===== config.mk =====
export PLATFORM = sky130hd
export DESIGN_NAME = huedeon_pixel_writer
export DESIGN_NICKNAME = d
export VERILOG_FILES = /design/src/rtl/huedeon_pixel_writer.sv
export SDC_FILE = /design/constraint.sdc
export NUM_CORES = 1
export LEC_CHECK = 0
export BUFFER_PORTS_ARGS = -buffer_cell sky130_fd_sc_hd__buf_2
export CORE_ASPECT_RATIO = 1.1
export CORE_MARGIN = 4
export CORE_UTILIZATION = 65
export DETAILED_ROUTE_END_ITERATION = 10
export MAX_ROUTING_LAYER = met4
export PLACE_DENSITY_LB_ADDON = 0.08
export SETUP_SLACK_MARGIN = 0.4
export SLEW_MARGIN = 0
export SYNTH_ARGS = -nofsm -noshare
export SYNTH_HDL_FRONTEND = slang
export SYNTH_SLANG_ARGS = --single-unit

===== constraint.sdc =====
create_clock -name i_clk -period 12.8 [get_ports i_clk]
set_input_delay 0.64 -clock i_clk [delete_from_list [all_inputs] [get_ports i_clk]]
set_output_delay 0.64 -clock i_clk [all_outputs]
set_load 0.02 [all_outputs]

===== src/rtl/huedeon_pixel_writer.sv =====
// Pixel write buffer: packs RGB888 pixels into RGB565 and queues them,
// then issues one framebuffer write request at a time on a req/ack handshake.
module huedeon_pixel_writer #(
  parameter int FIFO_DEPTH = 8,
  parameter int ADDR_WIDTH = 18
) (
  input  logic                  i_clk,
  input  logic                  i_reset_n,
  input  logic                  i_wr_enable,
  input  logic [ADDR_WIDTH-1:0] i_wr_address,
  input  logic [7:0]            i_r,
  input  logic [7:0]            i_g,
  input  logic [7:0]            i_b,
  output logic                  o_mem_req,
  output logic [ADDR_WIDTH-1:0] o_mem_addr,
  output logic [15:0]           o_mem_data,
  input  logic                  i_mem_ack,
  output logic                  o_full,
  output logic                  o_idle,
  output logic                  o_overflow,
  output logic [15:0]           o_drop_count,
  input  logic                  i_clear_overflow
);

  localparam int PW = $clog2(FIFO_DEPTH);
  localparam int CW = PW + 1;
  localparam int EW = ADDR_WIDTH + 16;
  localparam logic [CW-1:0] DEPTH_C = CW'(FIFO_DEPTH);

  typedef enum logic {
    IDLE = 1'b0,
    REQ  = 1'b1
  } state_e;

  function automatic logic [15:0] pack_rgb565(input logic [7:0] r,
                                              input logic [7:0] g,
                                              input logic [7:0] b);
    return {r[7:3], g[7:2], b[7:3]};
  endfunction

  logic [EW-1:0] fifo_mem [FIFO_DEPTH];

  state_e                state_q, state_d;
  logic [PW-1:0]         wr_ptr_q, wr_ptr_d;
  logic [PW-1:0]         rd_ptr_q, rd_ptr_d;
  logic [CW-1:0]         count_q, count_d;
  logic                  mem_req_q, mem_req_d;
  logic [ADDR_WIDTH-1:0] mem_addr_q, mem_addr_d;
  logic [15:0]           mem_data_q, mem_data_d;
  logic                  overflow_q, overflow_d;
  logic [15:0]           drop_count_q, drop_count_d;
  logic                  full_q, full_d;
  logic                  idle_q, idle_d;

  logic                  full_s;
  logic                  pop_s;
  logic                  push_s;
  logic                  drop_s;
  logic [EW-1:0]         head_s;
  logic [EW-1:0]         next_s;

  // Handshake qualifiers; a same-edge pop frees a slot for the incoming pixel.
  always_comb begin
    full_s = (count_q == DEPTH_C);
    pop_s  = (state_q == REQ) && i_mem_ack;
    push_s = i_wr_enable && (!full_s || pop_s);
    drop_s = i_wr_enable && full_s && !pop_s;
    head_s = fifo_mem[rd_ptr_q];
    next_s = fifo_mem[rd_ptr_q + PW'(1)];
  end

  // Request FSM: the head stays counted until acked, so "another entry" means count > 1.
  always_comb begin
    state_d    = state_q;
    rd_ptr_d   = rd_ptr_q;
    mem_req_d  = mem_req_q;
    mem_addr_d = mem_addr_q;
    mem_data_d = mem_data_q;
    case (state_q)
      IDLE: begin
        if (count_q != {CW{1'b0}}) begin
          mem_addr_d = head_s[EW-1:16];
          mem_data_d = head_s[15:0];
          mem_req_d  = 1'b1;
          state_d    = REQ;
        end else begin
          mem_req_d  = 1'b0;
        end
      end
      REQ: begin
        if (i_mem_ack) begin
          rd_ptr_d = rd_ptr_q + PW'(1);
          if (count_q > CW'(1)) begin
            mem_addr_d = next_s[EW-1:16];
            mem_data_d = next_s[15:0];
            mem_req_d  = 1'b1;
          end else begin
            mem_req_d  = 1'b0;
            state_d    = IDLE;
          end
        end else begin
          mem_req_d = 1'b1;
        end
      end
      default: begin
        state_d   = IDLE;
        mem_req_d = 1'b0;
      end
    endcase
  end

  // Occupancy, write pointer, drop bookkeeping and registered status flags.
  always_comb begin
    wr_ptr_d = wr_ptr_q;
    count_d  = count_q;
    case ({push_s, pop_s})
      2'b10:   count_d = count_q + CW'(1);
      2'b01:   count_d = count_q - CW'(1);
      default: count_d = count_q;
    endcase
    if (push_s) begin
      wr_ptr_d = wr_ptr_q + PW'(1);
    end else begin
      wr_ptr_d = wr_ptr_q;
    end

    // Clear acts first so a coincident drop is counted afresh.
    overflow_d   = overflow_q;
    drop_count_d = drop_count_q;
    if (i_clear_overflow) begin
      overflow_d   = drop_s;
      drop_count_d = drop_s ? 16'd1 : 16'd0;
    end else if (drop_s) begin
      overflow_d = 1'b1;
      if (drop_count_q != 16'hFFFF) begin
        drop_count_d = drop_count_q + 16'd1;
      end else begin
        drop_count_d = drop_count_q;
      end
    end else begin
      overflow_d   = overflow_q;
      drop_count_d = drop_count_q;
    end

    full_d = (count_d == DEPTH_C);
    idle_d = (count_d == {CW{1'b0}}) && (state_d == IDLE);
  end

  // State and output registers with synchronous active-low reset.
  always_ff @(posedge i_clk) begin
    if (!i_reset_n) begin
      state_q      <= IDLE;
      wr_ptr_q     <= {PW{1'b0}};
      rd_ptr_q     <= {PW{1'b0}};
      count_q      <= {CW{1'b0}};
      mem_req_q    <= 1'b0;
      mem_addr_q   <= {ADDR_WIDTH{1'b0}};
      mem_data_q   <= 16'd0;
      overflow_q   <= 1'b0;
      drop_count_q <= 16'd0;
      full_q       <= 1'b0;
      idle_q       <= 1'b1;
    end else begin
      state_q      <= state_d;
      wr_ptr_q     <= wr_ptr_d;
      rd_ptr_q     <= rd_ptr_d;
      count_q      <= count_d;
      mem_req_q    <= mem_req_d;
      mem_addr_q   <= mem_addr_d;
      mem_data_q   <= mem_data_d;
      overflow_q   <= overflow_d;
      drop_count_q <= drop_count_d;
      full_q       <= full_d;
      idle_q       <= idle_d;
    end
  end

  // Pixel storage, packed at push time; contents need no reset.
  always_ff @(posedge i_clk) begin
    if (i_reset_n && push_s) begin
      fifo_mem[wr_ptr_q] <= {i_wr_address, pack_rgb565(i_r, i_g, i_b)};
    end
  end

  assign o_mem_req    = mem_req_q;
  assign o_mem_addr   = mem_addr_q;
  assign o_mem_data   = mem_data_q;
  assign o_full       = full_q;
  assign o_idle       = idle_q;
  assign o_overflow   = overflow_q;
  assign o_drop_count = drop_count_q;

endmodule


Word-level counts from Yosys, hierarchy flattened
Memory sizes are Yosys's and may differ from the RTL's. A register that Yosys moved wholly into a read port is not among the register bits.
Index checks and enable logic that the tools add are counted.
Cells by class
  bitwise logic cells: 2
  order comparisons: 1
  $add $sub $neg: 5
  reductions and logical operators: 16
  mux-type cells: 23
  equality and inequality tests: 8
Operators by type and width (count)
  $mux 16: 6
  $mux 18: 3
  $pmux 18 s2: 1
  $pmux 16 s2: 1
  $add 16x1->16 const B: 1
  $ne 16x16->1 const B: 1
  $eq 4x4->1 const B: 2
  $mux 1: 8
  $pmux 4 s2: 1
  $add 3x1->3 const B: 2
  $logic_and 1x1->1: 6
  $mux 3: 2
  $add 4x1->4 const B: 1
  $gt 4x1->1 const B: 1
  $logic_not 4->1: 1
  $ne 2x2->1 const B: 2
  $reduce_and 2->1: 2
  $reduce_bool 2->1: 2
  $reduce_bool 4->1: 1
  $sub 4x1->4 const B: 1
  $reduce_and 3->1: 1
  $eq 2x1->1 const B: 1
  $eq 2x2->1 const B: 1
  $logic_not 1->1: 2
  4 further kinds: 5
Storage, ports and cells
  register bits: 64
  bits in writable memories: 272
  memories: 1
  output and inout port bits: 54
Memories
  fifo_mem: words 8, bits a word 34, rd ports 2, clocked after memory_dff 1, write ports 1, line 41  | logic [EW-1:0] fifo_mem [FIFO_DEPTH];

Depth between registers and ports, before layout
  depth after elaboration: 8
  mapped depth: 11

Worst setup path before layout
Ideal clock, no wire load.
  kind: in2reg
  start point: input i_mem_ack
  end point: memory fifo_mem[1][0] in the netlist's numbering (enable)
  stages on the path: 5
  data arrival time: 3.619 ns
  buffers on the path: 1
  path slack: 8.714 ns
  data required time: 12.332 ns
  cell sequence: and2_1 > buf_2 > o31a_1 > nand2_1 > nor3_1
Between the ends
  longest elaborated chain between the ends: 6
RTL lines
  start, declared: line 17  | input logic i_mem_ack,
  $logic_and 1x1->1: line 65  | pop_s = (state_q == REQ) && i_mem_ack;
  $logic_or 1x1->1: line 66  | push_s = i_wr_enable && (!full_s || pop_s);
  $logic_and 1x1->1: line 66
  $logic_and 1x1->1: line 180  | if (i_reset_n && push_s) begin
  $mux 1: line 180
  $mux 1 (not written as such): line 181  | fifo_mem[wr_ptr_q] <= {i_wr_address, pack_rgb565(i_r, i_g, i_b)};
  end, declared: line 41
No other way between the ends.

Worst setup path in the final report
  start point: register rd_ptr_q[0]
  end point: register mem_data_q[12], in the netlist o_mem_data[12]
Between the ends
  longest elaborated chain between the ends: 5
RTL lines
  start, declared: line 45  | logic [PW-1:0] rd_ptr_q, rd_ptr_d;
  start signal, assigned: line 154  | rd_ptr_q <= {PW{1'b0}};
  start signal, assigned: line 166  | rd_ptr_q <= rd_ptr_d;
  $add 3x1->3: line 69  | next_s = fifo_mem[rd_ptr_q + PW'(1)];
  $mem_v2 8x34
  $mux 16: line 93  | if (count_q > CW'(1)) begin
  $mux 16: line 91  | if (i_mem_ack) begin
  $pmux 16 s2: line 79  | case (state_q)
  end signal, assigned: line 170  | mem_data_q <= mem_data_d;
  end, declared: line 49  | logic [15:0] mem_data_q, mem_data_d;
No other way between the ends. The select of a mux whose other input is x is not followed.
A chain may end at the register's enable or synchronous reset.

==> flow_metrics.env <==
export IMPL_final_common_cell="edfxtp_1"
export IMPL_syn_mean_instance_area_um2=17.75
export IMPL_layout_nets=987
export IMPL_grt_max_degree=71
export IMPL_vias=8647
export IMPL_switching_share_pct=22.00
export IMPL_path_class="flop to flop"
export IMPL_start_util_pct=65.81
export IMPL_die_h_um=167.3
export IMPL_drive_above_1_share_pct=33.58
export IMPL_leakagePower_nw=5.463
export IMPL_critPathTopFamily="flip-flops"
export IMPL_drc=0
export IMPL_fin_ws_ps=8844
export IMPL_synthCells=845
export IMPL_root_buffer="clkbuf_16"
export IMPL_period_needed_ps=3956
export IMPL_slew_headroom_pct=18.42
export IMPL_cts_hold_buf=0
export IMPL_synth_seq_cells=339
export IMPL_tightest_slew_ps=1221
export IMPL_post_cts_buffers=0
export IMPL_dieArea_um2=25570
export IMPL_drtIter0Drc=688
export IMPL_critPathBufInv=1
export IMPL_die_width_um=152.8
export IMPL_grt_util_all_layers_pct=28.11
export IMPL_crit_required_ps=13210
export IMPL_p_total_mw=2.497
export IMPL_grt_first_pass_wirelength_um=53640
export IMPL_drv_slew=0
export IMPL_period_share_pct=30.91
export IMPL_grt_pass1_vias=9321
export IMPL_design_core_area_um2=22790
export IMPL_grt_setup_unrepaired="no"
export IMPL_p_per_area_nw_per_um2=146.9
export IMPL_synth_cell_types=49
export IMPL_clkTransAtPathRegs_ps=60
export IMPL_cts_tree="done"
export IMPL_critPathMaxStageDelay_ps=1100
export IMPL_post_dp_cell_area_um2=15770
export IMPL_place_gp_congestion=0.8245
export IMPL_synthToLayoutAreaGrowth_pct=13.35
export IMPL_r2r_cells=6
export IMPL_dp_hpwl_um=19350
export IMPL_insertion_delay_ps=520
export IMPL_routed_via_density=6.863
export IMPL_worstPathArrival_ps=4370
export IMPL_path_depth=6
export IMPL_status="finished, final reports clean"
export IMPL_synth_yosys_warnings=0
export IMPL_syn_nets=900
export IMPL_finalSetupTns_ps=0
export IMPL_wl_per_cell_um=27.39
export IMPL_hp_class="primary input to flop"
export IMPL_ir_worst_vdd_mv=0.1218
export IMPL_synth_edf_count=272
export IMPL_netlist_area_um2=15000
export IMPL_antenna_found_initial=1
export IMPL_rows=58
export IMPL_clkPwrFrac_pct=42.7
export IMPL_critPathLaunchType="flop"
export IMPL_ys_async_sr_fraction_pct=0
export IMPL_hold_ws_ps=379.1
export IMPL_setup_violations=0
export IMPL_final_cell_mix="272 x edfxtp_1, 136 x mux4_2, 92 x buf_2"
export IMPL_wirelength_um=34520
export IMPL_final_hold_violation_count=0
export IMPL_cp_end_kind="flop"
export IMPL_p_int_mw=1.948
export IMPL_dr_pass1_iters=6
export IMPL_power_switching_uw=549.4
export IMPL_synth_flop_cell="edfxtp_1"
export IMPL_clkSinkCount=339
export IMPL_ys_seq_area_share_pct=63.41
export IMPL_min_delay_path_depth=1
export IMPL_drv_cap=0
export IMPL_cts_resized=0
export IMPL_grt_ovfl_total=0
export IMPL_cts_buffers=35
export IMPL_cp_max_fo=70
export IMPL_max_freq_ghz=0.2528
export IMPL_clk_path_buf_depth=3
export IMPL_ioPinCount=101
export IMPL_p_seq_share_pct=49.6
export IMPL_htreeDepth=2
export IMPL_p_comb_share_pct=7.7
export IMPL_port_buffers=92
export IMPL_path_cells="ha_4 > buf_4 > mux4_2 > a22oi_1 > o21ai_0 > a22o_1"
export IMPL_crit_path_top_delay_cell="dfxtp_4"
export IMPL_fin_area_um2=17000
export IMPL_antenna_left=0
export IMPL_skew_ps=16.75
export IMPL_place_ws_ps=8867
worst reg2reg max path, cell delays in order, from the launching register on:
cell     delay [ps]
dfxtp_4        1100
ha_4            730
buf_4           720
mux4_2          680
a22oi_1         250
o21ai_0         150
a22o_1          230
synth_stat cells, types with 3 or more instances:
cell,count,area share [%]
a21boi_0,5,0.25
and2_1,10,0.42
o221ai_1,3,0.18
buf_2,16,0.53
a22o_1,34,2.0
or4_1,4,0.20
clkbuf_1,38,0.95
edfxtp_1,272,54
xor2_1,4,0.23
ha_1,8,0.67
nor2b_1,4,0.17
xnor2_1,8,0.47
nand3_1,9,0.30
a21oi_1,8,0.27
mux4_2,136,20
nor2_1,17,0.43
dfxtp_1,67,8.9
nand4_1,4,0.17
mux2i_1,37,2.5
o21ai_0,41,1.4
inv_1,15,0.38
nand2_1,22,0.55
o31ai_1,3,0.15
a22oi_1,35,1.8
nor3_1,10,0.33
buf_6,4,0.30
nand2b_1,3,0.13
metrics by stage:
stage	cells	utilization, %
5_1_grt	1260	74.59
3_5_place_dp	1195	69.22
3_3_place_gp	1195	69.22
2_1_floorplan	845	-
6_report	1260	74.59
4_1_cts	1259	74.58
registers in the layout (all words and copies together) (netlist names), named ones only:
register	cells
fifo_mem	272
o_mem_addr	18
o_drop_count	16
o_mem_data	16
count_q	4
rd_ptr_q	3
wr_ptr_q	3
o_full	1
o_idle	1
o_mem_req	1
o_overflow	1
area by class of cell:
| class | instances | area, um^2 |
|---|---|---|
| clock buffer | 43 | 947.2 |
| antenna | 1 | 2.502 |
| multi-input combinational | 429 | 5213 |
| tap | 300 | 375.4 |
| clock inverter | 21 | 274.0 |
| timing repair buffer | 112 | 610.6 |
| fill | 1345 | 5789 |
| sequential | 339 | 9519 |
| inverter | 15 | 56.30 |
cells by family (layout without fill, tap and decap cells):
| group | after synthesis | after routing | share of synthesized area, % |
|---|---|---|---|
| AO/OA/AOI/OAI | 141 | 141 | 6.625 |
| XOR/XNOR | 12 | 12 | 0.7009 |
| adder cells (fa/ha/maj) | 8 | 8 | 0.6675 |
| buffers and inverters | 77 | 191 | 2.311 |
| flip-flops | 339 | 339 | 63.41 |
| multiplexers | 173 | 173 | 22.90 |
| other | 0 | 1 | 0 |
| AND/OR/NAND/NOR | 95 | 95 | 3.388 |
routing by layer:
| layer | track usage [%] | vias up | routed length, um |
|---|---|---|---|
| met4 | 8.330 | 0 | 909 |
| li1 | - | 3702 | - |
| met2 | 49.55 | 420 | 18630 |
| met5 | - | - | 0 |
| met1 | 34.24 | 4452 | 12490 |
| met3 | 4.084 | 73 | 2482 |
power groups by stage:
stage          clock, mW  sequential [mW]  combinational, mW
2_1_floorplan          0             1.26              0.120
3_3_place_gp           0             1.26              0.184
3_5_place_dp           0             1.26              0.192
4_1_cts             1.08             1.24              0.193
5_1_grt             1.13             1.24              0.207
6_report            1.07             1.24              0.193
final timing paths:
path                    startpoint         endpoint  slack [ps]
setup / recovery       rd_ptr_q[0]   o_mem_data[12]        8840
hold / removal    i_wr_address[11]  fifo_mem[7][27]         380
setup reg to reg       rd_ptr_q[0]   o_mem_data[12]        8840
hold reg to reg      o_mem_data[9]    o_mem_data[9]         470
Power figures use the tool's default switching activity.
